File: config.mk
export PLATFORM = sky130hd
export DESIGN_NAME = accel_tilt_filter
export DESIGN_NICKNAME = d
export VERILOG_FILES = /design/src/rtl/accel_tilt_filter.sv
export SDC_FILE = /design/constraint.sdc
export NUM_CORES = 1
export LEC_CHECK = 0
export BUFFER_PORTS_ARGS = -buffer_cell sky130_fd_sc_hd__buf_2
export CAP_MARGIN = 40
export CORE_ASPECT_RATIO = 0.6
export CORE_MARGIN = 3
export CORE_UTILIZATION = 30
export DETAILED_ROUTE_END_ITERATION = 16
export GPL_ROUTABILITY_DRIVEN = 1
export PLACE_DENSITY_LB_ADDON = 0.2
export SYNTH_ARGS = -nofsm -noshare
export SYNTH_HDL_FRONTEND = slang
export SYNTH_SLANG_ARGS = --single-unit
export TNS_END_PERCENT = 30
File: constraint.sdc
create_clock -name clk -period 15.09 [get_ports clk]
set_input_delay 1.509 -clock clk [delete_from_list [all_inputs] [get_ports clk]]
set_output_delay 1.509 -clock clk [all_outputs]
set_load 0.005 [all_outputs]
File: src/rtl/accel_tilt_filter.sv
// Moving-average filter for the Y/Z accelerometer axes, with a hysteretic
// flat/right/left tilt classifier and an upside-down flag driven from the averages.
module accel_tilt_filter #(
    parameter int LOG2_WIN = 3,
    parameter int THRESH   = 200,
    parameter int HYST     = 50
) (
    input  logic        clk,
    input  logic        reset,
    input  logic        sample_valid,
    input  logic [15:0] Y_value,
    input  logic [15:0] Z_value,
    input  logic        clear,
    output logic [15:0] y_avg,
    output logic [15:0] z_avg,
    output logic        avg_valid,
    output logic [1:0]  tilt,
    output logic        upside_down
);

    localparam int WIN = 1 << LOG2_WIN;
    localparam int SW  = 16 + LOG2_WIN;

    localparam logic [LOG2_WIN:0]   FILL_FULL = (LOG2_WIN + 1)'(WIN);
    localparam logic [LOG2_WIN:0]   FILL_ONE  = (LOG2_WIN + 1)'(1);
    localparam logic [LOG2_WIN-1:0] PTR_ONE   = LOG2_WIN'(1);

    localparam logic signed [15:0] ENTER_POS = 16'(THRESH);
    localparam logic signed [15:0] ENTER_NEG = 16'(-THRESH);
    localparam logic signed [15:0] EXIT_POS  = 16'(THRESH - HYST);
    localparam logic signed [15:0] EXIT_NEG  = 16'(-(THRESH - HYST));

    typedef enum logic [1:0] {
        ST_FLAT  = 2'b00,
        ST_RIGHT = 2'b01,
        ST_LEFT  = 2'b10
    } tilt_state_t;

    logic [15:0]          r_buf_y [WIN];
    logic [15:0]          r_buf_z [WIN];
    logic [LOG2_WIN-1:0]  r_wptr;
    logic [LOG2_WIN:0]    r_fill;
    logic signed [SW-1:0] r_y_sum;
    logic signed [SW-1:0] r_z_sum;
    logic                 r_pend;
    logic signed [15:0]   r_y_avg;
    logic signed [15:0]   r_z_avg;
    logic                 r_avg_valid;
    tilt_state_t          r_state;
    logic                 r_upside;

    logic                 w_take;
    logic                 w_full;
    logic signed [SW-1:0] w_y_new;
    logic signed [SW-1:0] w_z_new;
    logic signed [SW-1:0] w_y_old;
    logic signed [SW-1:0] w_z_old;
    logic signed [SW-1:0] w_y_sum_nxt;
    logic signed [SW-1:0] w_z_sum_nxt;

    // A clear on the same edge as a strobe drops that sample entirely.
    assign w_take  = sample_valid && !clear;
    assign w_full  = (r_fill == FILL_FULL);
    assign w_y_new = {{LOG2_WIN{Y_value[15]}}, Y_value};
    assign w_z_new = {{LOG2_WIN{Z_value[15]}}, Z_value};
    assign w_y_old = {{LOG2_WIN{r_buf_y[r_wptr][15]}}, r_buf_y[r_wptr]};
    assign w_z_old = {{LOG2_WIN{r_buf_z[r_wptr][15]}}, r_buf_z[r_wptr]};

    always_comb begin
        w_y_sum_nxt = r_y_sum + w_y_new;
        w_z_sum_nxt = r_z_sum + w_z_new;
        if (w_full) begin
            w_y_sum_nxt = r_y_sum + w_y_new - w_y_old;
            w_z_sum_nxt = r_z_sum + w_z_new - w_z_old;
        end
    end

    // Buffer contents are never reset; the fill count masks stale entries.
    always_ff @(posedge clk) begin
        if (w_take) begin
            r_buf_y[r_wptr] <= Y_value;
            r_buf_z[r_wptr] <= Z_value;
        end
    end

    always_ff @(posedge clk or posedge reset) begin
        if (reset) begin
            r_wptr      <= '0;
            r_fill      <= '0;
            r_y_sum     <= '0;
            r_z_sum     <= '0;
            r_pend      <= 1'b0;
            r_y_avg     <= '0;
            r_z_avg     <= '0;
            r_avg_valid <= 1'b0;
            r_state     <= ST_FLAT;
            r_upside    <= 1'b0;
        end else if (clear) begin
            r_wptr      <= '0;
            r_fill      <= '0;
            r_y_sum     <= '0;
            r_z_sum     <= '0;
            r_pend      <= 1'b0;
            r_y_avg     <= '0;
            r_z_avg     <= '0;
            r_avg_valid <= 1'b0;
            r_state     <= ST_FLAT;
            r_upside    <= 1'b0;
        end else begin
            if (w_take) begin
                r_y_sum <= w_y_sum_nxt;
                r_z_sum <= w_z_sum_nxt;
                r_wptr  <= r_wptr + PTR_ONE;
                if (!w_full) begin
                    r_fill <= r_fill + FILL_ONE;
                end
            end
            r_pend      <= w_take && (w_full || (r_fill == FILL_FULL - FILL_ONE));
            r_avg_valid <= r_pend;
            // Taking the upper 16 bits is an arithmetic shift that floors toward -inf.
            if (r_pend) begin
                r_y_avg <= r_y_sum[SW-1:LOG2_WIN];
                r_z_avg <= r_z_sum[SW-1:LOG2_WIN];
            end
            if (r_avg_valid) begin
                r_upside <= r_z_avg[15];
                case (r_state)
                    ST_FLAT: begin
                        if (r_y_avg > ENTER_POS) begin
                            r_state <= ST_RIGHT;
                        end else if (r_y_avg < ENTER_NEG) begin
                            r_state <= ST_LEFT;
                        end
                    end
                    ST_RIGHT: begin
                        if (r_y_avg <= EXIT_POS) begin
                            r_state <= ST_FLAT;
                        end
                    end
                    ST_LEFT: begin
                        if (r_y_avg >= EXIT_NEG) begin
                            r_state <= ST_FLAT;
                        end
                    end
                    default: r_state <= ST_FLAT;
                endcase
            end
        end
    end

    assign y_avg       = r_y_avg;
    assign z_avg       = r_z_avg;
    assign avg_valid   = r_avg_valid;
    assign tilt        = r_state;
    assign upside_down = r_upside;

endmodule

======== Word-level counts from Yosys, hierarchy flattened ========
Memories as Yosys holds them, arrays and structs flattened.
Cells that the tools add are included.
storage, ports and cells
  flip-flop bits (word level) ............. 82
  bits in writable memories ............... 256
  input bits .............................. 36
  output and inout bits ................... 36
  word-level logic and storage cells ...... 68
  memories kept ........................... 2
cells by class
  $add $sub $neg .......................... 6
  $lt $le $gt $ge ......................... 4
  equality and inequality tests ........... 8
  muxes and demuxes ....................... 28
  reduce and logical (&&, ||, !) cells .... 10
memory list
  name     words  bits a word  read ports  clocked after memory_dff  wr ports  RTL line  text
  r_buf_y  8      16           1           0                         1         39        logic [15:0] r_buf_y [WIN];
  r_buf_z  8      16           1           0                         1         40        logic [15:0] r_buf_z [WIN];
operators by type and width
  kind                                                             count
  2-to-1 mux 19 bit                                                6
  2-to-1 mux 16 bit                                                4
  adder 19 x 16 -> 19 bit                                          2
  subtractor 19 x 16 -> 19 bit                                     2
  >= comparator 16 x 9 -> 1 bit, second input constant             1
  > comparator 16 x 9 -> 1 bit, second input constant              1
  less-or-equal comparator 16 x 9 -> 1 bit, second input constant  1
  < comparator 16 x 9 -> 1 bit, second input constant              1
  2-to-1 mux 2 bit                                                 6
  2-to-1 mux 4 bit                                                 3
  2-to-1 mux 1 bit                                                 6
  2-to-1 mux 3 bit                                                 2
  inequality test 3 bit, second input constant                     2
  one-hot mux 2 bit (3 select lines)                               1
  nonzero test 2 bit                                               3
  adder 4 x 1 -> 4 bit, second input constant                      1
  == test 4 x 3 -> 1 bit, second input constant                    1
  == test 4 bit, second input constant                             1
  inequality test 4 bit, second input constant                     1
  AND reduction 4 bit                                              1
  adder 3 x 1 -> 3 bit, second input constant                      1
  == test 2 x 1 -> 1 bit, second input constant                    1
  == test 2 bit, second input constant                             1
  logical AND 1 bit                                                2
  other kinds (5)                                                  5

======== Logic depth before layout (Yosys ltp) ========
  word-level depth ........................ 6
  depth in mapped cells ................... 19
  gate-level depth less buffers ........... 19

======== Worst setup path before layout ========
Ideal clock, no wire load.
  path kind ............................... input port to flip-flop
  from .................................... input sample_valid
  to ...................................... memory r_buf_y[0][0], enable pin
  setup time .............................. 0.501 ns
  arrival time ............................ 5.267 ns
  data required time ...................... 14.589 ns
  setup slack ............................. 9.321 ns
  stages on the path ...................... 4
  buffers on the path ..................... 2
  path through ............................ clkbuf_1 -> clkbuf_1 -> nand2b_1 -> nor4_1
on the way
  cells in the longest elaborated chain, start to end .. 3
ends and longest elaborated chain
  item                                    RTL line  text
  start, declared                         10        input logic sample_valid,
  logical AND 1 bit                       62        assign w_take = sample_valid && !clear;
  2-to-1 mux 1 bit                        80        if (w_take) begin
  2-to-1 mux 1 bit (implied by the code)  81        r_buf_y[r_wptr] <= Y_value;
  end, declared                           39
No other way between the ends.

======== Final worst setup path ========
  from .................................... input Z_value[1]
  to ...................................... register r_z_sum[18]
on the way
  cells in the longest elaborated chain, start to end .. 5
ends and longest elaborated chain
  item                          RTL line  text
  start, declared               12        input logic [15:0] Z_value,
  adder 19 x 16 -> 19 bit (*)   71, 74
  subtractor 19 x 16 -> 19 bit  74        w_z_sum_nxt = r_z_sum + w_z_new - w_z_old;
  2-to-1 mux 19 bit (*)         72        if (w_full) begin
  2-to-1 mux 19 bit (*)         110       if (w_take) begin
  2-to-1 mux 19 bit (*)         98        end else if (clear) begin
  end signal, assigned          112       r_z_sum <= w_z_sum_nxt;
  end, declared                 44        logic signed [SW-1:0] r_z_sum;
Mark *: on every way between the ends. The rest lies on a longest branch, timed or not. The select of a mux whose other input is x is not followed.
A chain may end at the register's enable or synchronous reset.

==> results.ini <==
[floorplanning]
coreArea_mm2=0.05458
die_h_um=188.6
die_area_mm2=0.05853
fp-row-count=66
die_w_um=310.3
start_util_pct=30.54
pin_count=72

[yosys]
synth-seq-cells=338
async_reset_ff_share_pct=24.26
syn_area_per_cell_um2=13.72
ys_seq_area_share_pct=58.42
syn-instance-count=1215
synth_edf_count=256
synth_top_flop_cell=edfxtp_1
syn_nets=1330
ys_warn_count=0
synthesis.area_mm2=0.01667
ys_types=62

[placed_design]
postPlaceCellArea_mm2=0.01801
dp.final_hpwl_mm=27.56
io_buffers=71
gp_congestion=0.8405

[cells_and_area]
final_common_cell=edfxtp_1
fin_area_mm2=0.01914
syn_to_final_growth_pct=14.78
fill_cells=5304
post-route-util_pct=35.06
drive_above_1_share_pct=17.77
nets=1405
most-common-layout-cells=256 x edfxtp_1, 121 x nor2_1, 81 x nand2_1

[sta]
relSlewSlack_pct=45.73
final-setup-viol-count=0
tightest_slew_ns=0.8140
fin_tns_setup_ns=0
period_minus_slack_ns=5.427
finClkSkew_ns=0.01689
maxSlewViolCount=0
hold_violations=0
fmaxAchievable_mhz=184.3
min_period_over_period_pct=35.96
rsz0062_at_grt=no

[drt]
dr.pass1.iters=5
wirelength_mm=41.76
ant_nets=0
wl_per_cell_um=20.21
vias_per_cell=4.958
drt-initial-drc-count=758
drc=0
route.vias.total=10240

[global_routing]
grt.overflow.total=0
antenna_found_initial=2
grt_pass1_vias=10540
grt_max_degree=73
grt_pass1_wl_mm=64.78
grtUsageMet2_pct=21.81
grt_util_all_layers_pct=14.48
grtUsageMet1_pct=21.97
use_met3_pct=2.427
busiest_layer=met1

[power_and_ir_drop]
comb_power_share_pct=23.2
p_switching_w=0.0007341
intPower_w=0.001766
p_leak_nw=6.930
clkPwrFrac_pct=34.7
peakVddDrop_mv=0.08787
seqPwrFrac_pct=42.1
swShare_pct=29.36
power_density_mw_per_mm2=130.6

[worst_setup_path]
crit_type=in2reg
rrSetupSlack_ns=10.07
startpoint_type=primary input
critPathLaunch=Z_value[1]
worstPathArrival_ns=5.83
worstPathRequired_ns=15.50
r2r_start=r_wptr[0]
reg2reg_to=r_z_sum[18]
r2r_cells=14
worstPathMaxFanout=10
worstSetupEndpointType=flop

[clocking]
clockBufferDepth=3
clk_pin_slew_ns=0.07
tritoncts_num_sinks=338
cts_tree=yes
h-tree-depth=2
cts_resized=0
clock_latency_ns=0.53
cts_made_buffers=35
cts_hold_buffers=0
cts_setup_buffers=0
root_buffer=clkbuf_16

[run]
maxCapViolCount=0

[hold_path]
hold_end=upside_down
hold_depth=2
min_from=upside_down
min_path_type=reg2reg

[run_status]
status=finished clean

[cell usage after synthesis, drive strengths merged, types with 2 or more instances]
cell / count / area [um^2]
a311oi: 21 / 183.9
mux2: 3 / 33.78
a31oi: 6 / 37.54
o31a: 7 / 61.31
nand3b: 5 / 37.54
a211o: 2 / 17.52
o21ai: 44 / 220.2
xnor2: 38 / 332.8
buf: 15 / 71.32
xor2: 21 / 183.9
a211oi: 18 / 140.1
nand2: 81 / 304.0
nand4: 9 / 56.30
o2111ai: 4 / 35.03
o21a: 16 / 120.1
nor2b: 14 / 87.58
and3: 2 / 12.51
edfxtp: 256 / 7687
a41oi: 2 / 17.52
o221ai: 2 / 23.77
mux2i: 71 / 726.9
nand3: 15 / 75.07
and4: 2 / 17.52
nor3: 18 / 90.09
o22ai: 4 / 25.02
ha: 75 / 938.4
a31o: 3 / 26.28
dfrtp: 82 / 2052
a21oi: 56 / 280.3
o211ai: 7 / 52.55
mux4: 64 / 1441
fa: 4 / 80.08
a21boi: 2 / 15.01
nor4: 7 / 43.79
nand2b: 13 / 81.33
o31ai: 6 / 58.81
o21bai: 2 / 15.01
a21o: 20 / 150.1
clkbuf: 39 / 146.4
or2: 4 / 25.02
or3: 4 / 25.02
inv: 17 / 63.81
nor2: 125 / 469.2
[logic make-up (layout without fill, tap and decap cells)]
logic type                 after synthesis  in the layout  synth area share (%)
AOI/OAI and AO/OA                      229            229                 9.358
xor gates and xnor gates                60             60                 3.235
adders and majority gates               79             79                 6.109
buffers and inverters                   71            173                 1.689
DFF                                    338            338                 58.42
muxes                                  138            138                 13.21
other                                    0              1                     0
and+or+nand+nor                        300            300                 7.985
[registers in the layout (all words and copies together), names as in the netlist]
name	count
r_fill	4
r_wptr	3
r_buf_y	128
y_avg	16
r_z_sum	19
z_avg	16
upside_down	1
avg_valid	1
r_buf_z	128
r_pend	1
tilt	2
r_y_sum	19
[worst max path at each step]
stage                     cells after the start            end  slack (ns)
after global placement                       19    r_z_sum[18]        9.15
final                                        19    r_z_sum[18]        9.66
after CTS                                    19    r_z_sum[18]        9.65
after floorplan                               4  r_buf_y[0][0]        9.32
after global routing                         19    r_z_sum[18]        9.18
after detailed placement                     19    r_z_sum[18]        9.11
[routing by layer]
| metal | wire length, um | vias up | share of wire [%] |
|---|---|---|---|
| met4 | 685 | 2 | 1.6 |
| met5 | 7 | - | 0.017 |
| met2 | 18210 | 158 | 44 |
| li1 | - | 4848 | - |
| met1 | 21260 | 5182 | 51 |
| met3 | 1597 | 54 | 3.8 |
[critical path, cell delays in order]
cell       delay, ns
buf_2           0.16
ha_1            0.33
a211oi_1        0.30
o211ai_1        0.18
a41oi_1         0.42
o22ai_1         0.19
o221ai_1        0.32
o21ai_1         0.14
xor2_1          0.18
ha_1            0.39
nand4_1         0.12
nor4_1          0.34
o2111ai_1       0.19
nand3_1         0.13
xnor2_1         0.13
nor2_1          0.07
xnor2_1         0.19
mux2i_1         0.23
mux2_1          0.33
[final cells by class]
type                       count  area (um^2)  share of cell area, %
antenna                        1        2.502                0.01308
clock buffer                  43        915.9                  4.786
clock inverter                21        205.2                  1.072
inverter                      17        66.31                 0.3465
multi-input combinational    806         6709                  35.06
sequential                   338         9749                  50.94
tap                          748        935.9                  4.890
timing repair buffer          92        553.0                  2.890
[power by group through the flow]
stage	clock network, W	registers, W	logic [W]
floorplan	0	0.00105	0.000458
global placement	0	0.00107	0.000575
detailed placement	0	0.00107	0.000576
CTS	0.000898	0.00105	0.000580
global route	0.000936	0.00106	0.000652
finish	0.000866	0.00105	0.000581
[through the flow]
step           instances  total power [W]  setup WS (ns)  hold slack [ns]
6_report            2066         0.002500          9.663           0.5176
3_3_place_gp        1998         0.001648          9.148           0.5052
3_5_place_dp        2001         0.001650          9.115           0.5102
2_1_floorplan       1215         0.001513          9.321           0.4905
5_1_grt             2065         0.002644          9.185           0.5603
4_1_cts             2065         0.002532          9.646           0.5266
Power figures use the tool's default switching activity.
